File: src/rtl/dnu_f0_lut_loader.sv
// Loads one iteration's 16-page f0 decision-LUT image from an external 1-cycle ROM into the
// LUT write port of both replicates, targeting one multi-frame half.
module dnu_f0_lut_loader #(
  parameter int unsigned QUAN_SIZE       = 3,
  parameter int unsigned ENTRY_ADDR      = 5,
  parameter int unsigned MULTI_FRAME_NUM = 2,
  parameter int unsigned BANK_NUM        = 1,
  parameter int unsigned LUT_PORT_SIZE   = 1,
  parameter int unsigned ITER_MAX        = 10,
  parameter int unsigned ITER_W          = 4
) (
  input  logic                              write_clk,
  input  logic                              rstn,
  input  logic                              update_req,
  input  logic [ITER_W-1:0]                 update_iter,
  input  logic                              update_frame,
  input  logic                              update_abort,
  output logic                              rom_en,
  output logic [ITER_W+ENTRY_ADDR-2:0]      rom_addr,
  input  logic [LUT_PORT_SIZE*BANK_NUM-1:0] rom_data,
  output logic [ENTRY_ADDR-1:0]             page_addr_ram_replicate_0,
  output logic [ENTRY_ADDR-1:0]             page_addr_ram_replicate_1,
  output logic [LUT_PORT_SIZE*BANK_NUM-1:0] ram_write_data_0,
  output logic [LUT_PORT_SIZE*BANK_NUM-1:0] ram_write_data_1,
  output logic                              ib_ram_we,
  output logic                              busy,
  output logic                              done,
  output logic                              err
);

  localparam int unsigned PAGE_W = ENTRY_ADDR - 1;
  localparam int unsigned DATA_W = LUT_PORT_SIZE * BANK_NUM;
  localparam logic [PAGE_W-1:0] LAST_PAGE = {PAGE_W{1'b1}};

  // The page address carries a single frame-offset bit above the page index.
  if (ENTRY_ADDR != $clog2(2 ** (2 * QUAN_SIZE - 1)) || MULTI_FRAME_NUM != 2) begin : g_cfg_check
    $error("dnu_f0_lut_loader: unsupported ENTRY_ADDR/QUAN_SIZE/MULTI_FRAME_NUM combination");
  end

  typedef enum logic [1:0] {
    StIdle,
    StFetch,
    StDrain
  } state_t;

  state_t              r_state;
  state_t              w_state_next;
  logic [ITER_W-1:0]   r_iter;
  logic                r_frame;
  logic [PAGE_W-1:0]   r_page_cnt;
  logic                r_drain_cnt;
  logic                r_rd_vld;
  logic [PAGE_W-1:0]   r_rd_page;
  logic [ENTRY_ADDR-1:0] r_page_addr;
  logic [DATA_W-1:0]   r_wdata;
  logic                r_we;
  logic                r_done;
  logic                r_err;

  logic w_iter_ok;
  logic w_accept;
  logic w_reject;
  logic w_done_set;
  logic w_flush;
  logic w_rom_en;

  assign w_iter_ok = 32'(update_iter) < ITER_MAX;
  assign w_flush   = update_abort && (r_state != StIdle);
  assign w_rom_en  = (r_state == StFetch);

  always_ff @(posedge write_clk) begin
    if (!rstn) begin
      r_state <= StIdle;
    end else begin
      r_state <= w_state_next;
    end
  end

  always_comb begin
    w_state_next = r_state;
    w_accept     = 1'b0;
    w_reject     = 1'b0;
    w_done_set   = 1'b0;
    unique case (r_state)
      StIdle: begin
        // A request landing in the done cycle is dropped, not queued.
        if (update_req && !r_done) begin
          if (w_iter_ok) begin
            w_accept     = 1'b1;
            w_state_next = StFetch;
          end else begin
            w_reject = 1'b1;
          end
        end
      end
      StFetch: begin
        if (update_abort) begin
          w_state_next = StIdle;
        end else if (r_page_cnt == LAST_PAGE) begin
          w_state_next = StDrain;
        end
      end
      StDrain: begin
        if (update_abort) begin
          w_state_next = StIdle;
        end else if (r_drain_cnt) begin
          w_state_next = StIdle;
          w_done_set   = 1'b1;
        end
      end
      default: w_state_next = StIdle;
    endcase
  end

  always_ff @(posedge write_clk) begin
    if (!rstn) begin
      r_iter      <= '0;
      r_frame     <= 1'b0;
      r_page_cnt  <= '0;
      r_drain_cnt <= 1'b0;
      r_rd_vld    <= 1'b0;
      r_rd_page   <= '0;
      r_page_addr <= '0;
      r_wdata     <= '0;
      r_we        <= 1'b0;
      r_done      <= 1'b0;
      r_err       <= 1'b0;
    end else begin
      if (w_accept) begin
        r_iter     <= update_iter;
        r_frame    <= update_frame;
        r_page_cnt <= '0;
      end else if (w_rom_en) begin
        r_page_cnt <= r_page_cnt + 1'b1;
      end
      r_drain_cnt <= (r_state == StDrain) && (w_state_next == StDrain);
      // Stage 1 tracks the ROM read in flight; stage 2 presents it on the LUT port.
      r_rd_vld  <= w_rom_en && !w_flush;
      r_rd_page <= r_page_cnt;
      r_we      <= r_rd_vld && !w_flush;
      if (r_rd_vld && !w_flush) begin
        r_page_addr <= {r_frame, r_rd_page};
        r_wdata     <= rom_data;
      end
      r_done <= w_done_set;
      r_err  <= w_reject;
    end
  end

  assign rom_en                    = w_rom_en;
  assign rom_addr                  = {r_iter, r_page_cnt};
  assign page_addr_ram_replicate_0 = r_page_addr;
  assign page_addr_ram_replicate_1 = r_page_addr;
  assign ram_write_data_0          = r_wdata;
  assign ram_write_data_1          = r_wdata;
  assign ib_ram_we                 = r_we;
  assign busy                      = (r_state != StIdle);
  assign done                      = r_done;
  assign err                       = r_err;

endmodule

File: config.mk
export PLATFORM = sky130hd
export DESIGN_NAME = dnu_f0_lut_loader
export DESIGN_NICKNAME = d
export VERILOG_FILES = /design/src/rtl/dnu_f0_lut_loader.sv
export SDC_FILE = /design/constraint.sdc
export NUM_CORES = 1
export LEC_CHECK = 0
export BUFFER_PORTS_ARGS = -buffer_cell sky130_fd_sc_hd__clkbuf_2
export CORE_MARGIN = 1
export CORE_UTILIZATION = 51
export DETAILED_ROUTE_END_ITERATION = 10
export PLACE_DENSITY = 0.91
export SKIP_CTS_REPAIR_TIMING = 1
export SKIP_LAST_GASP = 1
export SLEW_MARGIN = 20
export SYNTH_ARGS = -nofsm -noshare
export SYNTH_HDL_FRONTEND = slang
export SYNTH_SLANG_ARGS = --single-unit
File: constraint.sdc
create_clock -name write_clk -period 2.3 [get_ports write_clk]
set_input_delay 0.46 -clock write_clk [delete_from_list [all_inputs] [get_ports write_clk]]
set_output_delay 0.46 -clock write_clk [all_outputs]
set_load 0.03 [all_outputs]
; Yosys cells after proc, flatten, opt, wreduce, memory -nomap -nowiden
; Index checks and enable logic that the tools add are counted.
[word_totals]
register_bits = 26
out_inout_bits = 25
[op_classes]
add_sub_neg = 1
order_cmp = 1
n_eq_ne = 4
muxes = 12
bitwise = 2
reduce_logical = 12
[ops]
columns = cell, count
row1 = 2-bit 2-to-1 mux, 6
row2 = 2-bit one-hot mux with 3 select lines, 1
row3 = 1-bit logical AND, 5
row4 = 1-bit 2-to-1 mux, 5
row5 = "4-bit by 1-bit adder with 4-bit output, second input constant", 1
row6 = "2-bit equality test, second input constant", 2
row7 = "4-bit equality test, second input constant", 1
row8 = "4-bit less-than comparator, second input constant", 1
row9 = 3-bit AND reduction, 1
row10 = 3-bit OR reduction, 1
row11 = "2-bit by 1-bit equality test with 1-bit output, second input constant", 1
row12 = 1-bit zero test, 2
row13 = 2-bit zero test, 1
row14 = 1-bit inverter, 2
row15 = 2-bit nonzero test, 1
row16 = 2-bit OR reduction, 1

; Longest topological paths before layout
; Gate-level depths: netlist of run 1.
[depth]
word_depth = 6
depth_mapped = 4
ltp_nobuf = 4

; Worst setup path before layout of run 1
; No wires, ideal clock.
[synth_path]
path_kind = register -> register
startpoint = reg r_state[0]
endpoint = reg r_page_addr[0], in the netlist page_addr_ram_replicate_0[0]
t_arrival_ns = 1.299
t_required_ns = 2.228
path_slack_ns = 0.929
stages_incl_launch_ff = 4
n_path_buf = 0
synth_period_minus_slack_ns = 1.371
cell_sequence = dfxtp_1 > or2_2 > a21boi_2 > mux2i_1
[synth_via]
elab_chain_cells = 4
[synth_rtl]
columns = item, line
row1 = from (decl), 46  ; state_t r_state;
row2 = from (signal assigned), 73  ; r_state <= StIdle;
row3 = from (signal assigned), 75  ; r_state <= w_state_next;
row4 = 2-bit nonzero test, -
row5 = via busy, 26  ; output logic busy,
row6 = 1-bit logical AND, 68  ; assign w_flush = update_abort && (r_state != StIdle);
row7 = 1-bit zero test, 141  ; if (r_rd_vld && !w_flush) begin
row8 = 1-bit logical AND, 141
row9 = to (signal assigned), 142  ; r_page_addr <= {r_frame, r_rd_page};
row10 = to (decl), 54  ; logic [ENTRY_ADDR-1:0] r_page_addr;
; The timed path passes the listed nets, and every way through them passes these cells.
; A chain may end at the register's enable or synchronous reset.

; Final worst setup path of run 1
[layout_path]
startpoint = reg r_state[1]
endpoint = out rom_en
[layout_via]
elab_chain_cells = 1
[layout_rtl]
columns = item, line
row1 = 2-bit by 1-bit equality test with 1-bit output, 69  ; assign w_rom_en = (r_state == StFetch);
row2 = to (decl), 18  ; output logic rom_en,
; No other way between the ends.

==> results of run 1 <==
-- flip-flops by register name (all words and copies together) (netlist names) --
register / flops
page_addr_ram_replicate_0: 5
r_frame: 1
r_iter: 4
done: 1
r_drain_cnt: 1
r_page_cnt: 4
ram_write_data_0: 1
ib_ram_we: 1
r_rd_vld: 1
r_rd_page: 4
r_state: 2
err: 1
-- critical path: stages (launching register included) --
cell      delay [ns]
dfxtp_1         0.45
nand2b_1        0.28
inv_1           0.12
clkbuf_2        0.20
-- cells in the mapped netlist (all sizes together) --
library cell and count:
o221a 1, clkbuf 3, nand3 2, and2 5, or2 1, ha 1, dfxtp 26, o211a 1
nand2 18, xor2 1, nor3 4, or4b 1, a211oi 2, or3 1, mux2i 8, nor3b 1
a21oi 4, o21ai 4, o21a 1, nand3b 1, nor2 5, inv 3, a21boi 1, xnor2 1
nand2b 3, and3 1, buf 6, nor4b 1, o22a 1
-- through the flow --
stage          instances  setup WS (ns)  utilization [%]
2_1_floorplan        108          0.929                -
3_3_place_gp         158          0.828             64.9
3_5_place_dp         158          0.735             64.9
4_1_cts              162          0.482             67.8
5_1_grt              162          0.386             67.8
6_report             162          0.492             67.8
-- kinds of logic (layout without fill, tap and decap cells) --
family          after synthesis  after routing  synth area share [%]
xor+xnor                      2              2                  1.69
simple gates                 44             44                  22.2
flops                        26             26                  50.2
mux                           8              8                  7.73
fa+ha+maj                     1              1                  1.21
compound gates               15             15                  10.4
buf+inv                      12             41                  6.52
-- metal layers --
metal	global-route usage (%)	part of all wire [%]	vias to the layer above
li1	-	-	419
met1	22.6	43	356
met2	36.7	51	33
met3	3.46	4.8	4
met4	6.86	1.3	0
met5	0	0	-
-- layout make-up --
class / instances / area [sq um]
repair buffers: 34 / 170
clock buffers: 3 / 22.5
multi-input cells: 70 / 448
clock inverters: 1 / 30.0
well taps: 25 / 31.3
fillers: 172 / 587
inverters: 3 / 11.3
flip-flops and latches: 26 / 520
-- power breakdown --
part           switching (mW)  internal, mW  total, mW
Sequential            0.00744         0.460      0.468
Combinational          0.0559        0.0308     0.0867
Clock                   0.128         0.176      0.304
-- path summary, 6_finish.rpt --
check | start | end | slack (ns)
hold reg to reg | r_rd_page[1] | page_addr_ram_replicate_0[1] | 0.46
setup / recovery | r_state[1] | rom_en | 0.49
hold / removal | rom_data | ram_write_data_0 | 0.37
setup reg to reg | r_state[0] | page_addr_ram_replicate_0[3] | 0.79
==> out/qor.csv, run 1 <==
metric;value;unit
worst_setup_path_end_kind;output port;
final_common_cell;clkbuf_2;
final_cell_mix;clkbuf_2, dfxtp_1, nand2_1;
rows;15;
setup_violations;0;
clk_pin_slew;0.14;ns
hpwl;1.53;mm
drv_cap;0;
synthesis.nets;119;
skew;0.00611;ns
total_power;859;uW
slew_viol_final;0;
grt_max_degree;28;
fin_area;1230;sq um
grtUsageTotal;19.7;%
drt_wl_total;2.02;mm
antenna_found_initial;0;
clk_latency;0.31;ns
coreArea;1820;sq um
antenna_left;0;
rsz0062_at_grt;false;
yosys-top-cells-area;dfxtp_1, mux2i_1, nand2_1;
clock-sinks;26;
critPathLaunchType;flop;
grt_pass1_wl;3.02;mm
yosysWarningCount;0;
syn_to_final_growth;19.1;%
vias;812;
p_per_area;696;nW/um^2
post_drt_wl_per_cell;12.5;um
drtIter0Drc;10;
synth.distinct_cells;31;
syn_inst;108;
worstPathRequired;1.84;ns
fmax;0.553;GHz
port_buffers;34;
leakagePower;0.543;nW
finalCritPeriodShare;78.6;%
worst_pin_slew;0.532;ns
drtPass1Iterations;4;
avgSynthCellArea;9.59;sq um
worst_r2r_path_depth;3;
seq_area_frac_synth;50.2;%
relSlewSlack;64.0;%
fin_crit;1.81;ns
io_pins;35;
die_area;2220;sq um
grt_pass1_vias;747;
initial_core_util;56.9;%
antenna_cells;0;
synthesis.area;1040;sq um
hold_viol;0;
fp.dieH;47.1;um
root_buffer;clkbuf_4;
drive_gt1_share;32.1;%
crit_arrival;1.35;ns
cts_buffers;3;
crit_type;reg -> out;
cts.htree.levels;1;
nNetsFinal;149;
cts_tree;done;
place_area;1180;sq um
grt.overflow.total;0;
place_congestion;0.715;
yosysTopAreaCell;dfxtp_1;
synthDominantCellAreaShare;50.2;%
path_max_fanout;7;
whs_path_depth;3;
die_w;47.1;um
yosys_register_bits;26;
min_path_type;in -> reg;
drcViolationCount;0;
finalSetupTns;0;ns
whs;0.369;ns
viasPerCell;5.01;
cts_buffer_depth;2;
status;complete, no violations;
ir_worst_vdd;0.336;mV
No activity file was read; power rests on OpenSTA's default activity.
==> run 2: changes to the inputs <==
- ABC_AREA: default -> 1
- CORE_UTILIZATION: 51 -> 49
- PLACE_DENSITY: 0.91 -> 0.87
- clock period: 2.3 -> 1.75 ns (I/O delays scaled with it)
==> run 2 against run 1 <==
Compared with the run above:
- first-iteration DRC count grew 130%
- critical endpoint unchanged
- via count grew 18%
- critical path type unchanged
- worst setup slack lost 0.25 ns
- largest cell class unchanged
==> out/qor.csv, run 2 <==
metric;value;unit
worst_setup_path_end_kind;output port;
synth.distinct_cells;18;
hold_viol;0;
drtPass1Iterations;4;
drt_wl_total;1.96;mm
syn_inst;152;
yosysWarningCount;0;
syn_to_final_growth;14.9;%
finalCritPeriodShare;85.9;%
cts_buffers;3;
vias;956;
relSlewSlack;73.5;%
worstPathCellList;inv_2 > nor2_4 > clkbuf_2;
cts_tree;done;
die_area;2480;sq um
cpPeakStageDelay;0.40;ns
whs_path_depth;2;
total_power;1.01;mW
worstPathRequired;1.40;ns
leakagePower;0.689;nW
grt_pass1_vias;805;
grt_pass1_wl;3.25;mm
synth_common_cells;nor2_1, nand2_1, dfxtp_1, inv_1, nand3_1;
antenna_cells;0;
viasPerCell;4.60;
synthesis.nets;163;
root_buffer;clkbuf_4;
r2r_slack;0.61;ns
worst_pin_slew;0.395;ns
final_cell_mix;clkbuf_2, nor2_1, nand2_1;
cp_slowest_cell;dfxtp_1;
yosysMostFrequentCell;nor2_1;
fin_cells;208;
async_flop_share;0;%
rows;16;
ir_worst_vdd;0.533;mV
num-fill-cells;194;
antenna_found_initial;0;
whs;0.298;ns
initial_core_util;54.3;%
clock-sinks;26;
yosys-top-cells-area;dfxtp_1, nor2_1, nand2_1;
gr-usage-met2;27.9;%
nNetsFinal;194;
slew_viol_final;0;
synthDominantCellAreaShare;46.5;%
drcViolationCount;0;
worst_r2r_path_depth;5;
place_area;1260;sq um
post_drt_wl_per_cell;9.40;um
synthesis.area;1120;sq um
status;complete, no violations;
grt_max_degree;21;
antenna_left;0;
met3_usage;3.09;%
crit_type;reg -> out;
port_buffers;34;
drive_gt1_share;26.0;%
path_max_fanout;6;
critPathLaunchType;flop;
largest_reg_flops;5;
grt.overflow.total;0;
dp_cells;205;
fin_crit;1.50;ns
fp.dieH;49.8;um
grt_busiest_layer;met2;
multiInputGateArea;447;sq um
grt.met1_usage;21.3;%
avgSynthCellArea;7.37;sq um
min_path_type;in -> reg;
drtIter0Drc;23;
yosys_register_bits;26;
hpwl;1.56;mm
io_pins;35;
fmax;0.665;GHz
p_per_area;784;nW/um^2
seq_area_frac_synth;46.5;%
coreArea;2060;sq um
clk_latency;0.30;ns
fin_util;62.4;%
finalSetupTns;0;ns
synthFlopType;dfxtp_1;
final.setup.worst_slack;0.246;ns
synth_edf_count;0;
cts.htree.levels;1;
rsz0062_at_grt;false;
fin_area;1290;sq um
drv_cap;0;
crit_arrival;1.15;ns
cts_buffer_depth;2;
grtUsageTotal;17.0;%
skew;0.00581;ns
final_common_cell;clkbuf_2;
yosysTopAreaCell;dfxtp_1;
setup_violations;0;
place_congestion;0.848;
register_area;520;sq um
place_ws;0.582;ns
die_w;49.8;um
clk_pin_slew;0.12;ns
-- run 2: cell type report --
type,count,share of cell area (%)
inverters,24,7.20
repair buffers,34,13.2
well taps,27,2.63
flip-flops and latches,26,40.5
clock buffers,3,1.75
multi-input cells,94,34.7
-- run 2: per-layer routing --
layer	part of all wire, %	vias to the layer above
met1	48	414
met3	3.5	2
met4	0.61	0
met2	48	24
met5	0	-
li1	-	516
-- run 2: power breakdown --
| part | switching (mW) | leakage (nW) | internal [mW] | total [mW] |
|---|---|---|---|---|
| clock network | 0.152 | 0.0138 | 0.0803 | 0.233 |
| logic | 0.107 | 0.464 | 0.0461 | 0.153 |
| registers | 0.0130 | 0.211 | 0.610 | 0.623 |
-- run 2: critical path, delay by kind of cell (launching register included) --
kind,cells,cell delay [ns]
flops,1,0.40
buf+inv,2,0.31
simple gates,1,0.14
-- run 2: logic make-up after synthesis --
group                      after synthesis  synth area share (%)
and+or+nand+nor                         88                  36.2
xor gates and xnor gates                 1                 0.782
buffers and inverters                   32                  13.6
AOI/OAI and AO/OA                        4                  1.79
adders and majority gates                1                  1.12
DFF                                     26                  46.5
-- run 2: final timing paths --
check | start | end
min | update_abort | done
min reg2reg | r_iter[2] | r_iter[2]
max | r_state[0] | rom_en
max reg2reg | r_page_cnt[0] | r_state[1]
==> run 3: changes to the inputs <==
- ABC_AREA: 1 -> default
- CORE_UTILIZATION: 49 -> 48
==> run 3 against run 2 <==
Compared with the run above:
- worst setup slack worse by 0.13 ns
- fmax shrank 7.8%
- final cell count is 21% lower
- final area is 3.7% lower
- combinational power down 26%
- via count down 14%
- clock power is 76% higher
- die area is 5.3% lower
- register-to-register slack worse by 0.32 ns
- total power is 13% higher
- worst hold slack worse by 0.055 ns
- sequential power fell by 1%
==> out/qor.csv, run 3 (same netlist as run 1, synthesis figures left out) <==
metric;value;unit
clk_pin_slew;0.14;ns
die_area;2350;sq um
syn_to_final_growth;19.6;%
place_area;1180;sq um
drt_wl_total;1.82;mm
hold_viol;0;
grt.overflow.total;0;
port_buffers;34;
slew_viol_final;0;
clock-sinks;26;
fp.dieH;48.5;um
drtPass1Iterations;4;
cts.htree.levels;1;
cts_tree;done;
antenna_cells;0;
finalCritPeriodShare;93.2;%
coreArea;2000;sq um
min_path_type;in -> reg;
fin_util;61.9;%
grt_pass1_wl;2.92;mm
antenna_found_initial;0;
worst_pin_slew;0.503;ns
finalSetupTns;0;ns
fin_area;1240;sq um
leakagePower;0.543;nW
initial_core_util;51.8;%
path_max_fanout;7;
status;complete, no violations;
seqPwrFrac;54.1;%
cts_buffer_depth;2;
die_w;48.5;um
cts_buffers;3;
crit_arrival;1.28;ns
rows;16;
place_congestion;0.758;
p_sw_share;22.9;%
fin_crit;1.63;ns
crit_type;reg -> out;
grtUsageTotal;15.9;%
setup_violations;0;
drcViolationCount;0;
rsz0062_at_grt;false;
post_drt_wl_per_cell;11.1;um
p_int;877;uW
drv_cap;0;
root_buffer;clkbuf_4;
viasPerCell;5.00;
io_pins;35;
antenna_left;0;
clk_latency;0.32;ns
p_per_area;918;nW/um^2
hpwl;1.28;mm
final_common_cell;clkbuf_2;
largest_reg_flops;5;
worstPathRequired;1.40;ns
power_frac_clock;36.0;%
ir_worst_vdd;0.551;mV
drive_gt1_share;32.8;%
place_ws;0.319;ns
combinationalPowerShare;9.9;%
skew;0.000803;ns
grt_pass1_vias;673;
power_switching;260;uW
worst_setup_path_end_kind;output port;
final.setup.worst_slack;0.119;ns
grt_max_degree;28;
drtIter0Drc;34;
final_cell_mix;clkbuf_2, dfxtp_1, nand2_1;
num-fill-cells;165;
fmax;0.613;GHz
critPathLaunchType;flop;
relSlewSlack;66.3;%
nNetsFinal;149;
vias;820;
[run 3: path summary, 6_finish.rpt]
kind	start	to	slack (ns)	cells after the start
max	r_state[1]	rom_en	0.12	3
min	rom_data	ram_write_data_0	0.24	3
max reg2reg	r_state[0]	page_addr_ram_replicate_0[1]	0.29	3
min reg2reg	r_rd_page[2]	page_addr_ram_replicate_0[2]	0.45	2
[run 3: cell type report]
| class | instances | area (sq um) | share of cell area (%) |
|---|---|---|---|
| clock inverters | 1 | 30.0 | 2.42 |
| inverters | 3 | 11.3 | 0.909 |
| repair buffers | 34 | 170 | 13.7 |
| flip-flops and latches | 26 | 520 | 42.0 |
| multi-input cells | 70 | 450 | 36.4 |
| well taps | 27 | 33.8 | 2.73 |
| clock buffers | 3 | 22.5 | 1.82 |
[run 3: critical path, cell delays in order (launching register included)]
cell      delay (ns)
dfxtp_1         0.38
nand2b_2        0.25
inv_1           0.12
clkbuf_2        0.21
[run 3: power by group through the flow]
| stage | registers [mW] | logic [mW] | clock network (mW) |
|---|---|---|---|
| final | 0.615 | 0.113 | 0.409 |
| after floorplan | 0.643 | 0.0635 | 0 |
| after detailed placement | 0.627 | 0.111 | 0 |
| after global routing | 0.617 | 0.123 | 0.445 |
| after CTS | 0.615 | 0.112 | 0.419 |
| after global placement | 0.627 | 0.110 | 0 |
[run 3: stage by stage]
step,hold slack (ns),instances,power (mW)
6_report,0.244,164,1.14
5_1_grt,0.216,164,1.19
4_1_cts,0.231,164,1.15
3_5_place_dp,0.436,160,0.739
3_3_place_gp,0.431,160,0.737
2_1_floorplan,0.424,108,0.706
[run 3: metal layers]
metal | up-vias | GRT usage (%) | part of all wire [%] | wire length [um]
met3 | 2 | 2.83 | 5.7 | 103
met2 | 36 | 25.8 | 44 | 798
li1 | 423 | - | - | -
met1 | 359 | 21.0 | 50 | 908
met5 | - | 0 | 0 | 0
met4 | 0 | 6.37 | 0.55 | 10
